$ cat src/rtl/pkt_spi_read_pkg.sv
// Shared definitions for the packet-FIFO-to-SPI read bridge: state encoding,
// status byte layout and the pad byte returned when there is nothing to read.
package pkt_spi_read_pkg;

   typedef logic [2:0] state_t;

   localparam state_t ST_IDLE = 3'd0;
   localparam state_t ST_STAT = 3'd1;
   localparam state_t ST_RAW  = 3'd2;
   localparam state_t ST_PK_R = 3'd3;
   localparam state_t ST_PK_G = 3'd4;
   localparam state_t ST_PK_B = 3'd5;
   localparam state_t ST_EOP  = 3'd6;

   localparam int STAT_NEMPTY_BIT   = 7;
   localparam int STAT_UNDERRUN_BIT = 6;

   localparam logic [7:0] PAD_BYTE = 8'h00;

   function automatic logic [7:0] status_byte(input logic nempty, input logic underrun);
      logic [7:0] s;
      s                    = PAD_BYTE;
      s[STAT_NEMPTY_BIT]   = nempty;
      s[STAT_UNDERRUN_BIT] = underrun;
      return s;
   endfunction

endpackage

$ cat src/rtl/pkt_spi_read_if.sv
// Simple-bus read path plus show-ahead packet FIFO head, bundled together.
// master: SPI core / FIFO side.  slave: the read bridge.
interface pkt_spi_read_if;
   logic [7:0] sb_addr;
   logic       sb_first;
   logic       sb_strobe;
   logic [7:0] sb_rdata;
   logic [7:0] fifo_data;
   logic       fifo_last;
   logic       fifo_empty;
   logic       fifo_rden;

   modport master (
      output sb_addr, sb_first, sb_strobe,
      input  sb_rdata,
      output fifo_data, fifo_last, fifo_empty,
      input  fifo_rden
   );

   modport slave (
      input  sb_addr, sb_first, sb_strobe,
      output sb_rdata,
      input  fifo_data, fifo_last, fifo_empty,
      output fifo_rden
   );
endinterface

$ cat src/rtl/pkt_spi_read_rgb_pack565.sv
// RGB888 -> RGB565 byte packer: holds the captured R and G component bits
// and forms the two output bytes. Only instantiated when
// PKT_SPI_READ_PACK_EN is defined. Only the bits that reach an output byte
// are stored.
module rgb_pack565 (
   input  logic       clk,
   input  logic       rst_n,
   input  logic       cap_r,
   input  logic       cap_g,
   input  logic [4:0] r_hi,    // R[7:3]
   input  logic [2:0] g_hi,    // G[7:5]
   input  logic [2:0] g_mid,   // G[4:2]
   input  logic [4:0] b_hi,    // B[7:3]
   output logic [7:0] rg_byte,
   output logic [7:0] gb_byte
);

   logic [4:0] r_q, r_d;
   logic [2:0] g_q, g_d;

   // capture the popped component when the controller asks for it
   always_comb begin
      r_d = cap_r ? r_hi  : r_q;
      g_d = cap_g ? g_mid : g_q;
   end

   // component registers
   always_ff @(posedge clk or negedge rst_n) begin
      if (!rst_n) begin
         r_q <= 5'd0;
         g_q <= 3'd0;
      end else begin
         r_q <= r_d;
         g_q <= g_d;
      end
   end

   // first byte takes G straight from the FIFO head in the G pop cycle
   assign rg_byte = {r_q, g_hi};
   assign gb_byte = {g_q, b_hi};

endmodule

$ cat src/rtl/pkt_spi_read.sv
// Packet-FIFO-to-SPI read bridge. A read transaction returns a status byte
// {~fifo_empty, underrun, 6'b0} followed by the bytes of the head packet,
// then pad bytes once the packet boundary is reached.
// Optional feature: PKT_SPI_READ_PACK_EN enables packed RGB888->RGB565 reads
// at BASE|1; without it BASE|1 is an alias of the raw address.
//
// state | meaning
// IDLE  | no transaction for us; data strobes return pad
// STAT  | status byte loaded, waiting for the strobe that shifts it out
// RAW   | raw packet bytes, one pop per data strobe
// PK_R  | packed: next data strobe pops R
// PK_G  | packed: pop G and load {R[7:3],G[7:5]} (no strobe needed)
// PK_B  | packed: next data strobe pops B and loads {G[4:2],B[7:3]}
// EOP   | packet finished; pad until the next command byte
module pkt_spi_read
   import pkt_spi_read_pkg::*;
#(
   parameter logic [7:0] BASE = 8'h20
) (
   input  logic           clk,
   input  logic           rst_n,
   pkt_spi_read_if.slave  bus
);

   state_t     state_q, state_d;
   logic [7:0] sb_rdata_q, sb_rdata_d;
   logic       underrun_q, underrun_d;
   logic       pop;
   logic       fetch_raw;
   logic       cmd, dat, hit;

   assign cmd = bus.sb_strobe &  bus.sb_first;
   assign dat = bus.sb_strobe & ~bus.sb_first;
   assign hit = (bus.sb_addr[7:1] == BASE[7:1]);

`ifdef PKT_SPI_READ_PACK_EN
   logic       packed_q, packed_d;
   logic       pad_b_q, pad_b_d;
   logic       fetch_r, fetch_g, fetch_b;
   logic       cap_r, cap_g;
   logic [2:0] g_hi, g_mid;
   logic [4:0] b_hi;
   logic [7:0] rg_byte, gb_byte;

   // missing components (empty FIFO or packet ended early) read as zero
   assign g_hi  = bus.fifo_empty ? 3'd0 : bus.fifo_data[7:5];
   assign g_mid = bus.fifo_empty ? 3'd0 : bus.fifo_data[4:2];
   assign b_hi  = (bus.fifo_empty | pad_b_q) ? 5'd0 : bus.fifo_data[7:3];

   rgb_pack565 u_pack (
      .clk     (clk),
      .rst_n   (rst_n),
      .cap_r   (cap_r),
      .cap_g   (cap_g),
      .r_hi    (bus.fifo_data[7:3]),
      .g_hi    (g_hi),
      .g_mid   (g_mid),
      .b_hi    (b_hi),
      .rg_byte (rg_byte),
      .gb_byte (gb_byte)
   );
`endif

   // next-state, output byte, pop and underrun decisions
   always_comb begin
      state_d    = state_q;
      sb_rdata_d = sb_rdata_q;
      underrun_d = underrun_q;
      pop        = 1'b0;
      fetch_raw  = 1'b0;
`ifdef PKT_SPI_READ_PACK_EN
      packed_d   = packed_q;
      pad_b_d    = pad_b_q;
      fetch_r    = 1'b0;
      fetch_g    = 1'b0;
      fetch_b    = 1'b0;
      cap_r      = 1'b0;
      cap_g      = 1'b0;
`endif
      if (cmd) begin
         // a command byte always wins, even mid-packet, and never pops
         if (hit) begin
            sb_rdata_d = status_byte(~bus.fifo_empty, underrun_q);
            state_d    = ST_STAT;
`ifdef PKT_SPI_READ_PACK_EN
            packed_d   = bus.sb_addr[0];
            pad_b_d    = 1'b0;
`endif
         end else begin
            sb_rdata_d = PAD_BYTE;
            state_d    = ST_IDLE;
         end
      end else begin
         case (state_q)
            ST_IDLE, ST_EOP: begin
               if (dat) sb_rdata_d = PAD_BYTE;
            end
            ST_STAT: begin
               if (dat) begin
                  underrun_d = 1'b0;
`ifdef PKT_SPI_READ_PACK_EN
                  if (packed_q) fetch_r   = 1'b1;
                  else          fetch_raw = 1'b1;
`else
                  fetch_raw = 1'b1;
`endif
               end
            end
            ST_RAW: begin
               if (dat) fetch_raw = 1'b1;
            end
`ifdef PKT_SPI_READ_PACK_EN
            ST_PK_R: begin
               if (dat) fetch_r = 1'b1;
            end
            ST_PK_G: begin
               fetch_g = 1'b1;
            end
            ST_PK_B: begin
               if (dat) fetch_b = 1'b1;
            end
`endif
            default: begin
               state_d = ST_IDLE;
            end
         endcase

         // the status-exit fetch happens in STAT, so an empty FIFO there
         // does not count as an underrun
         if (fetch_raw) begin
            if (!bus.fifo_empty) begin
               sb_rdata_d = bus.fifo_data;
               pop        = 1'b1;
               state_d    = bus.fifo_last ? ST_EOP : ST_RAW;
            end else begin
               sb_rdata_d = PAD_BYTE;
               state_d    = ST_RAW;
               if (state_q != ST_STAT) underrun_d = 1'b1;
            end
         end

`ifdef PKT_SPI_READ_PACK_EN
         if (fetch_r) begin
            if (!bus.fifo_empty) begin
               pop   = 1'b1;
               cap_r = 1'b1;
               if (bus.fifo_last) begin
                  sb_rdata_d = {bus.fifo_data[7:3], 3'b000};
                  state_d    = ST_EOP;
               end else begin
                  state_d    = ST_PK_G;
               end
            end else begin
               sb_rdata_d = PAD_BYTE;
               state_d    = ST_PK_R;
               if (state_q != ST_STAT) underrun_d = 1'b1;
            end
         end

         if (fetch_g) begin
            cap_g      = 1'b1;
            sb_rdata_d = rg_byte;
            state_d    = ST_PK_B;
            if (!bus.fifo_empty) begin
               pop     = 1'b1;
               pad_b_d = bus.fifo_last;
            end else begin
               underrun_d = 1'b1;
               pad_b_d    = 1'b0;
            end
         end

         // packet ended on G: emit {G[4:2],00000} without popping
         if (fetch_b) begin
            sb_rdata_d = gb_byte;
            if (pad_b_q) begin
               pad_b_d = 1'b0;
               state_d = ST_EOP;
            end else if (!bus.fifo_empty) begin
               pop     = 1'b1;
               state_d = bus.fifo_last ? ST_EOP : ST_PK_R;
            end else begin
               underrun_d = 1'b1;
               state_d    = ST_PK_R;
            end
         end
`endif
      end
   end

   // FSM, output byte and sticky underrun registers
   always_ff @(posedge clk or negedge rst_n) begin
      if (!rst_n) begin
         state_q    <= ST_IDLE;
         sb_rdata_q <= PAD_BYTE;
         underrun_q <= 1'b0;
      end else begin
         state_q    <= state_d;
         sb_rdata_q <= sb_rdata_d;
         underrun_q <= underrun_d;
      end
   end

`ifdef PKT_SPI_READ_PACK_EN
   // packed-mode select and pending-pad flag
   always_ff @(posedge clk or negedge rst_n) begin
      if (!rst_n) begin
         packed_q <= 1'b0;
         pad_b_q  <= 1'b0;
      end else begin
         packed_q <= packed_d;
         pad_b_q  <= pad_b_d;
      end
   end
`endif

   assign bus.sb_rdata  = sb_rdata_q;
   assign bus.fifo_rden = pop;

endmodule
$ cat src/flat_wrapper.sv
// flat-port wrapper written by rule: the top's interface ports become plain ports
module pkt_spi_read_flat import pkt_spi_read_pkg::*;
#(
   parameter logic [7:0] BASE = 8'h20
)
  (clk, rst_n, bus_sb_addr, bus_sb_first, bus_sb_strobe, bus_sb_rdata, bus_fifo_data, bus_fifo_last, bus_fifo_empty, bus_fifo_rden);
  pkt_spi_read_if bus_i ();
  input  logic clk;
  input  logic rst_n;
  input wire logic [$bits(bus_i.sb_addr)-1:0] bus_sb_addr;
  input wire logic [$bits(bus_i.sb_first)-1:0] bus_sb_first;
  input wire logic [$bits(bus_i.sb_strobe)-1:0] bus_sb_strobe;
  output wire logic [$bits(bus_i.sb_rdata)-1:0] bus_sb_rdata;
  input wire logic [$bits(bus_i.fifo_data)-1:0] bus_fifo_data;
  input wire logic [$bits(bus_i.fifo_last)-1:0] bus_fifo_last;
  input wire logic [$bits(bus_i.fifo_empty)-1:0] bus_fifo_empty;
  output wire logic [$bits(bus_i.fifo_rden)-1:0] bus_fifo_rden;
  assign bus_i.sb_addr = bus_sb_addr;
  assign bus_i.sb_first = bus_sb_first;
  assign bus_i.sb_strobe = bus_sb_strobe;
  assign bus_sb_rdata = bus_i.sb_rdata;
  assign bus_i.fifo_data = bus_fifo_data;
  assign bus_i.fifo_last = bus_fifo_last;
  assign bus_i.fifo_empty = bus_fifo_empty;
  assign bus_fifo_rden = bus_i.fifo_rden;
  pkt_spi_read #(.BASE(BASE)) u_core (.clk(clk), .rst_n(rst_n), .bus(bus_i));
endmodule
$ cat config.mk
export PLATFORM = sky130hd
export DESIGN_NAME = pkt_spi_read_flat
export DESIGN_NICKNAME = d
export VERILOG_FILES = /design/src/rtl/pkt_spi_read_pkg.sv /design/src/rtl/pkt_spi_read_if.sv /design/src/rtl/pkt_spi_read_rgb_pack565.sv /design/src/rtl/pkt_spi_read.sv /design/src/flat_wrapper.sv
export SDC_FILE = /design/constraint.sdc
export NUM_CORES = 1
export LEC_CHECK = 0
export BUFFER_PORTS_ARGS = -buffer_cell sky130_fd_sc_hd__buf_2
export CELL_PAD_IN_SITES_DETAIL_PLACEMENT = 1
export CELL_PAD_IN_SITES_GLOBAL_PLACEMENT = 2
export CORE_MARGIN = 3
export CORE_UTILIZATION = 24
export DETAILED_ROUTE_END_ITERATION = 10
export PLACE_DENSITY = 0.73
export SYNTH_ARGS = -nofsm -noshare
export SYNTH_HDL_FRONTEND = slang
export SYNTH_SLANG_ARGS = --single-unit
$ cat constraint.sdc
create_clock -name clk -period 2.45 [get_ports clk]
set_input_delay 0.735 -clock clk [delete_from_list [all_inputs] [get_ports clk]]
set_output_delay 0.735 -clock clk [all_outputs]
set_load 0.02 [all_outputs]
==> results of run 1 <==
==> final cells by class <==
class,instances,area share
sequential,12,0.376
tap,27,0.0423
clock buffer,4,0.0455
multi-input combinational,30,0.303
timing repair buffer,33,0.219
inverter,3,0.0141
==> critical path: cells and delay by family <==
kind | cells | cell delay [ps]
buffers and inverters | 2 | 290
and+or+nand+nor | 2 | 630
==> worst paths after layout <==
kind                                             start                     end  slack (ps)  cells past startpoint
worst min register to register  u_core.bus.sb_rdata[7]  u_core.bus.sb_rdata[7]         490                      2
min in group clk                u_core.bus.sb_rdata[7]  u_core.bus.sb_rdata[7]         490                      2
worst max-delay path                      bus_sb_first           bus_fifo_rden          60                      4
max in group asynchronous                        rst_n       u_core.underrun_q        1920                      1
worst min-delay path                             rst_n       u_core.state_q[0]         330                      1
worst max register to register       u_core.state_q[2]  u_core.bus.sb_rdata[6]         920                      5
==> metrics by stage <==
step           std cells  area, µm²  hold WS [ps]
6_report             109        798           326
5_1_grt              109        798           319
4_1_cts              109        798           323
3_5_place_dp         105        762           478
3_3_place_gp         105        762           463
2_1_floorplan         46        564           439
==> registers in the layout, indices dropped and copies added (netlist names) <==
register / count
u_core.bus.sb_rdata: 8
u_core.state_q: 3
u_core.underrun_q: 1
==> cell usage after synthesis (2+ instances only) <==
library cell,number,area share
dfrtp_1,12,0.53
a22o_1,7,0.11
inv_1,3,0.020
nand2_1,3,0.020
o21ai_1,2,0.018
==> metal layers <==
metal / vias up / GRT usage / wire length (µm)
li1: 245 / - / -
met1: 258 / 0.122 / 535
met2: 13 / 0.187 / 764
met3: 2 / 0.0490 / 97
met4: 0 / 0.0373 / 8
met5: - / 0 / 0
==> cell families (layout without fill, tap and decap cells) <==
kind of cell,Yosys count,count (layout),share of synthesized area
compound gates,16,16,0.228
xor+xnor,1,1,0.0288
buf+inv,4,40,0.0399
flops,12,12,0.532
mux,1,1,0.0177
simple gates,12,12,0.153
==> power breakdown <==
part           internal, mW  switching, mW  total (mW)
clock                0.0903         0.0632       0.153
sequential            0.203        0.00397       0.206
combinational        0.0212         0.0218      0.0430
total                 0.314         0.0890       0.403
==> metrics, run 1 <==
Final setup viols=0; Place WS=35.1 ps; residual overflow from global routing=0; most frequent cells in the layout=buf_2 (29), dfrtp_1 (12), a22o_1 (7); worst hold path class=in2async; Post-Synthesis Cells=46; largest fanout on the critical path=2; Port Buffers=29; CTS H-tree depth=1; RSZ-0062 raised after global routing=false; CP Class=in2out; Fin Setup TNS=0 ps; CTS sink count=12; CTS buffer count=3; Die W=54.5 µm; Die Height=~54 µm; asr flop ratio synth=1.00; slowest CP cell=or3b_1; Power Density=between 500 and 600 mW/mm²; num ports=31; Layout Nets=105; min Tclk post-route=approximately 2400 ps; Mapped Area=564 µm²; Longest Clk Path Bufs=2; Main synth FF type=dfrtp_1; final setup margin=between 50 and 60 ps; fraction of layout cells with a size suffix above 1=0.524; leakage=0.412 nW; number of DRC markers in iteration 0=5; initial core utilization=0.271; Critical Path Start Type=input pin; Core Util, Final=0.383; final hold viol count=0; Final Power=0.403 mW; mean area per synthesized cell=12.3 µm²; worst-path cell chain=buf_2, or3b_1, nor3_4, buf_2; outcome=completed; Total GRT Usage=0.110; final period utilization=0.976; Syn Nets=68; Post-synth EDFFs=0; post-detailed-route count of antenna-violating nets=0; first-pass GRT wire length=about 2200 µm; WP data required=1710 ps; YS warnings=0; Max Fclk=roughly 0.42 GHz; Area Growth Syn to Fin=41.5%; register area=300 µm²; Reg clk slew, reported paths=70 ps; Worst-Skew Late Latency=270 ps; final WL=1410 µm; die area=0.00297 mm²; most common cell after layout, fill and taps aside=buf_2; pin count of the biggest net entering global routing=13; max cap viols=0; CP peak stage delay=420 ps; vias in the first global route=between 400 and 500; transition time of the tightest slew-check pin=482 ps; DR vias=518; Final Slew Violations=0; DR vias/cell=4.75; DR DRC count=0; GPL Wtd Cong=between 0.7 and 0.8; cts hold-fix bufs=0; FF+latch count, synth=12; initial antenna violation count=0; drt pass-1 iters=4; WP data arrival=1660 ps; multi-input logic area=241 µm²; Detail Placement HPWL=1150 µm; post-CTS setup buffers=0; sequential share of the synthesized area=0.532; routed length per instance=roughly 13 µm; Core ar.=0.00208 mm²; Row Count=16; max_slew headroom=0.679; number of distinct library cells after synthesis=24; most frequent CP cell=buf_2; ANT cells=0; Worst VDD drop=0.000294 V; capturing element type of the critical path=output pin; clock root buffer=clkbuf_4; Fillers=255; CTS tree=built; Gates resized, CTS repair=0; Layout Skew=approximately 3.2 ps
Note: power is estimated with default switching activity, not from simulation.
==> run 2, diff against run 1 <==
--- a/config.mk
+++ b/config.mk
@@ -8,6 +8,7 @@
 export BUFFER_PORTS_ARGS = -buffer_cell sky130_fd_sc_hd__buf_2
 export CELL_PAD_IN_SITES_DETAIL_PLACEMENT = 1
 export CELL_PAD_IN_SITES_GLOBAL_PLACEMENT = 2
+export CORE_ASPECT_RATIO = 1.4
 export CORE_MARGIN = 3
 export CORE_UTILIZATION = 24
 export DETAILED_ROUTE_END_ITERATION = 10
==> run 2 against run 1 <==
Sequential share of layout area is 0.30 points higher. Utilization shrank 2.4 points. Clock skew down 1.4 ps. Setup slack improved by 12 ps. Power rose by 1.8%. Critical path depth unchanged. Critical path type unchanged. Register-to-register slack hardly changed. First-iteration DRC count is 60% lower.
==> metrics, run 2 (synthesized netlist as in run 1, its figures left out) <==
DR vias=515 (-0.58%); residual overflow from global routing=0 (unchanged); DR DRC count=0 (unchanged); reg2reg path depth=5 (unchanged); capturing element type of the critical path=output pin; RSZ-0062 raised after global routing=false; Design Area, Final=792 µm² (-0.78%); sequential share of power=0.504 (-0.008); Detail Placement HPWL=1270 µm (+11%); cts hold-fix bufs=0 (unchanged); CP Class=in2out; num ports=31 (unchanged); Worst VDD drop=0.000219 V (-26%); vias in the first global route=555 (+13%); clock share of power=0.391 (+0.010); CTS buffer count=3 (unchanged); final period utilization=0.972 (-0.00484); Worst R2R End=u_core.bus.sb_rdata[6]; final hold viol count=0 (unchanged); Critical Path Start Type=input pin; ANT cells=0 (unchanged); Placed Area=756 µm² (-0.82%); pin count of the biggest net entering global routing=13 (unchanged); non-filler cells, final=104 (-4.6%); Final Slew Violations=0 (unchanged); combinational share of power=0.105 (-0.002); met3 routed WL=81 µm (-16%); reg2reg start=u_core.state_q[2]; post-detailed-route count of antenna-violating nets=0 (unchanged); die area=0.00298 mm² (+0.27%); Total GRT Usage=0.120 (+0.00961); Max Fclk=0.420 GHz (+0.50%); Net Switching=0.0961 mW (+8.0%); final WL=1550 µm (+10%); met2 WL post-DR=784 µm (+2.6%); leakage=0.412 nW (unchanged); min Tclk post-route=2380 ps (-11.9 ps); Final setup viols=0 (unchanged); Placed Cells=100 (-4.8%); register-to-register path setup slack=920 ps (about the same); Core ar.=0.00220 mm² (+5.8%); Port Buffers=29 (unchanged); drt pass-1 iters=2 (-2); max FFs per register=8 (unchanged); initial antenna violation count=0 (unchanged); Hold WS=325 ps (-1.07 ps); Fin Setup TNS=0 ps (unchanged); most frequent cells in the layout=buf_2 (29), dfrtp_1 (12), a22o_1 (7); initial core utilization=0.256 (-0.0148); routed length per instance=14.9 µm (+16%); fraction of layout cells with a size suffix above 1=0.524 (unchanged); Longest Clk Path Bufs=2 (unchanged); Reg clk slew, reported paths=80 ps (about the same); post-CTS setup buffers=0 (unchanged); DR top layer=met4; max_slew headroom=0.693 (+0.0139); Worst-Skew Late Latency=270 ps (about the same); Die Height=63.4 µm (+16%); CTS H-tree depth=1 (unchanged); Area Growth Syn to Fin=40.4%; WP data arrival=1650 ps (about the same); clock root buffer=clkbuf_4; DR vias/cell=4.95 (+4.2%); switch share=0.234 (+0.0135); Int Power=0.314 mW (about the same); CTS tree=built; Met1 Wirelength=653 µm (+22%); Layout Skew=1.85 ps (-1.39 ps); CTS sink count=12 (unchanged); Gates resized, CTS repair=0 (unchanged); first-pass GRT wire length=2580 µm (+15%); number of DRC markers in iteration 0=2 (-3); Layout Nets=105 (unchanged); max cap viols=0 (unchanged); GPL Wtd Cong=0.739 (-2.4%); worst hold path class=in2async; largest fanout on the critical path=2 (unchanged); outcome=completed; most common cell after layout, fill and taps aside=buf_2; Row Count=20 (+4); WP data required=1710 ps (about the same); Power Density=518 mW/mm² (+2.6%); Die W=47.0 µm (-14%); transition time of the tightest slew-check pin=461 ps (-20.8 ps)
run 2: cell counts in the layout (fill, tap and decap cells not counted):
Identical to the previous run, type by type.
run 2: worst max path at each step:
stage | end | start | slack, ps | cells after the start
global route | bus_fifo_rden | bus_sb_first | 30 | 4
detailed placement | bus_fifo_rden | bus_sb_first | 60 | 4
floorplan | bus_fifo_rden | bus_sb_first | 90 | 3
CTS | bus_fifo_rden | bus_sb_first | 50 | 4
global placement | bus_fifo_rden | bus_sb_first | 60 | 4
finish | bus_fifo_rden | bus_sb_first | 70 | 4
run 2: stage by stage:
| step | setup slack [ps] | utilization | power [mW] |
|---|---|---|---|
| final | 69.5 | 0.360 | 0.410 |
| after global routing | 25.1 | 0.360 | 0.434 |
| after CTS | 52.8 | 0.360 | 0.415 |
| after detailed placement | 56.2 | 0.343 | 0.255 |
| after global placement | 61.6 | 0.343 | 0.254 |
| after floorplan | 88.7 | - | 0.226 |
run 2: layout make-up:
class,count,area (µm²)
Fill cell,264,1410
Sequential cell,12,300
Multi-Input combinational cell,30,241
Timing Repair Buffer,33,175
Clock buffer,4,36.3
Tap cell,22,27.5
Inverter,3,11.3
run 2: power groups by stage:
stage               registers, mW  clock network (mW)  logic [mW]
floorplan                   0.211                   0      0.0146
global placement            0.211                   0      0.0430
detailed placement          0.211                   0      0.0442
CTS                         0.207               0.164      0.0444
global route                0.208               0.177      0.0494
finish                      0.207               0.160      0.0432
run 2: layer usage:
metal  GRT usage  vias to the layer above
li1            -                      245
met1       0.146                      246
met3      0.0200                        4
met5           0                        -
met2       0.197                       20
met4      0.0519                        0
run 2: worst max-delay path: stages:
cell and delay, ps:
buf_2 100, or3b_1 410, nor3_4 200, buf_2 190
==> run 3, diff against run 2 <==
--- a/config.mk
+++ b/config.mk
@@ -9,9 +9,10 @@
 export CELL_PAD_IN_SITES_DETAIL_PLACEMENT = 1
 export CELL_PAD_IN_SITES_GLOBAL_PLACEMENT = 2
 export CORE_ASPECT_RATIO = 1.4
-export CORE_MARGIN = 3
+export CORE_MARGIN = 1.5
 export CORE_UTILIZATION = 24
 export DETAILED_ROUTE_END_ITERATION = 10
+export GPL_TIMING_DRIVEN = 0
 export PLACE_DENSITY = 0.73
 export SYNTH_ARGS = -nofsm -noshare
 export SYNTH_HDL_FRONTEND = slang
==> run 3 against run 2 <==
Maximum frequency rose by 0.70%. First-iteration DRC count stayed put. Power is 1.1% lower. Critical path depth unchanged. Register-to-register slack worse by 20 ps. Critical path type unchanged. Critical endpoint unchanged. Largest cell class unchanged. Largest power group unchanged.
==> metrics, run 3 (synthesized netlist as in run 1, its figures left out) <==
ANT cells=0 (unchanged); Layout Skew=6.11 ps (+4.25 ps); Critical Path Start Type=input pin; Longest Clk Path Bufs=2 (unchanged); WP data required=1710 ps (about the same); Final Power=0.406 mW (-1.1%); clock root buffer=clkbuf_4; final setup margin=86.0 ps (+16.5 ps); final hold viol count=0 (unchanged); Worst VDD drop=0.000291 V (+33%); max FFs per register=8 (unchanged); reg2reg start=u_core.state_q[2]; Fillers=263 (-0.38%); Layout Nets=104 (-0.95%); Design Area, Final=802 µm² (+1.3%); Detail Placement HPWL=1000 µm (-21%); DR vias=506 (-1.7%); CP endpoint=bus_fifo_rden; cts hold-fix bufs=0 (unchanged); post-detailed-route count of antenna-violating nets=0 (unchanged); Row Count=20 (unchanged); drt pass-1 iters=2 (unchanged); reg2reg path depth=5 (unchanged); Total GRT Usage=0.116 (-0.00367); first-pass GRT wire length=2290 µm (-11%); Core ar.=0.00220 mm² (unchanged); CTS H-tree depth=1 (unchanged); Hold WS=322 ps (-2.49 ps); register-to-register path setup slack=900 ps (-20 ps); initial antenna violation count=0 (unchanged); die area=0.00266 mm² (-11%); WP data arrival=1630 ps (-20 ps); final WL=1340 µm (-14%); Die W=44.0 µm (-6.4%); num ports=31 (unchanged); Fin Setup TNS=0 ps (unchanged); Final Slew Violations=0 (unchanged); vias in the first global route=534 (-3.8%); Worst-Skew Late Latency=270 ps (about the same); Place WS=-295 ps (-351 ps); leakage=0.411 nW (-0.20%); Die Height=60.4 µm (-4.7%); worst hold path class=in2async; Placed Area=737 µm² (-2.5%); Placed Cells=97 (-3.0%); initial core utilization=0.256 (unchanged); Worst R2R End=u_core.bus.sb_rdata[6]; outcome=completed; pin count of the biggest net entering global routing=13 (unchanged); CP startpoint=bus_sb_strobe; residual overflow from global routing=0 (unchanged); routed length per instance=13.0 µm (-13%); transition time of the tightest slew-check pin=457 ps (-4.12 ps); min Tclk post-route=2360 ps (-16.5 ps); GPL Wtd Cong=0.708 (-4.2%); slowest CP cell=or3b_4; capturing element type of the critical path=output pin; CTS sink count=12 (unchanged); Power Density=506 mW/mm² (-2.3%); RSZ-0062 raised after global routing=false; most common cell after layout, fill and taps aside=buf_2; Reg clk slew, reported paths=80 ps (about the same); worst-path cell chain=buf_4, or3b_4, nor3_4, buf_6; largest fanout on the critical path=4 (+2); CTS buffer count=3 (unchanged); CP Class=in2out; CTS tree=built; max_slew headroom=0.696 (+0.00274); register area=300 µm² (unchanged); fraction of layout cells with a size suffix above 1=0.531 (+0.00647); Area Growth Syn to Fin=42.1%; Port Buffers=29 (unchanged); multi-input logic area=244 µm² (+1.0%); CP peak stage delay=400 ps (about the same); Core Util, Final=0.364 (+0.00455); final period utilization=0.965 (-0.00673); most frequent cells in the layout=buf_2 (26), dfrtp_1 (12), a22o_1 (7); max cap viols=0 (unchanged); non-filler cells, final=103 (-0.96%); Max Fclk=0.423 GHz (+0.70%); DR DRC count=0 (unchanged); DR vias/cell=4.91 (-0.79%); Final setup viols=0 (unchanged); number of DRC markers in iteration 0=2 (unchanged)
[run 3: worst max-delay path, delay by kind of cell]
family	cells	cell delay, ps
buffers and inverters	2	250
and+or+nand+nor	2	640
[run 3: report_power, final]
| part | internal [mW] | switching, mW |
|---|---|---|
| clock network | 0.0903 | 0.0654 |
| registers | 0.203 | 0.00391 |
| logic | 0.0224 | 0.0213 |
[run 3: worst min path at each step]
stage | startpoint | endpoint | cells past startpoint
2_1_floorplan | rst_n | u_core.bus.sb_rdata[0] | 0
3_3_place_gp | u_core.bus.sb_rdata[7] | u_core.bus.sb_rdata[7] | 2
3_5_place_dp | u_core.bus.sb_rdata[1] | u_core.bus.sb_rdata[1] | 1
4_1_cts | rst_n | u_core.bus.sb_rdata[0] | 1
5_1_grt | rst_n | u_core.bus.sb_rdata[0] | 1
6_report | rst_n | u_core.bus.sb_rdata[0] | 1
[run 3: layout make-up]
type / count / share of cell area
flip-flops and latches: 12 / 0.374
multi-input cells: 30 / 0.304
repair buffers: 32 / 0.228
clock buffers: 4 / 0.0452
well taps: 22 / 0.0343
inverters: 3 / 0.0140
[run 3: timing repair]
action                     in CTS  in global routing
resized for setup               4                  1
setup buffers                   3                  0
pin swaps                       2                  2
setup endpoints to repair       1                  1
[run 3: metal layers]
| layer | routed length [µm] | track usage |
|---|---|---|
| met1 | 568 | 0.135 |
| met2 | 666 | 0.193 |
| met3 | 83 | 0.0387 |
| met4 | 19 | 0.0519 |
| met5 | 0 | 0 |
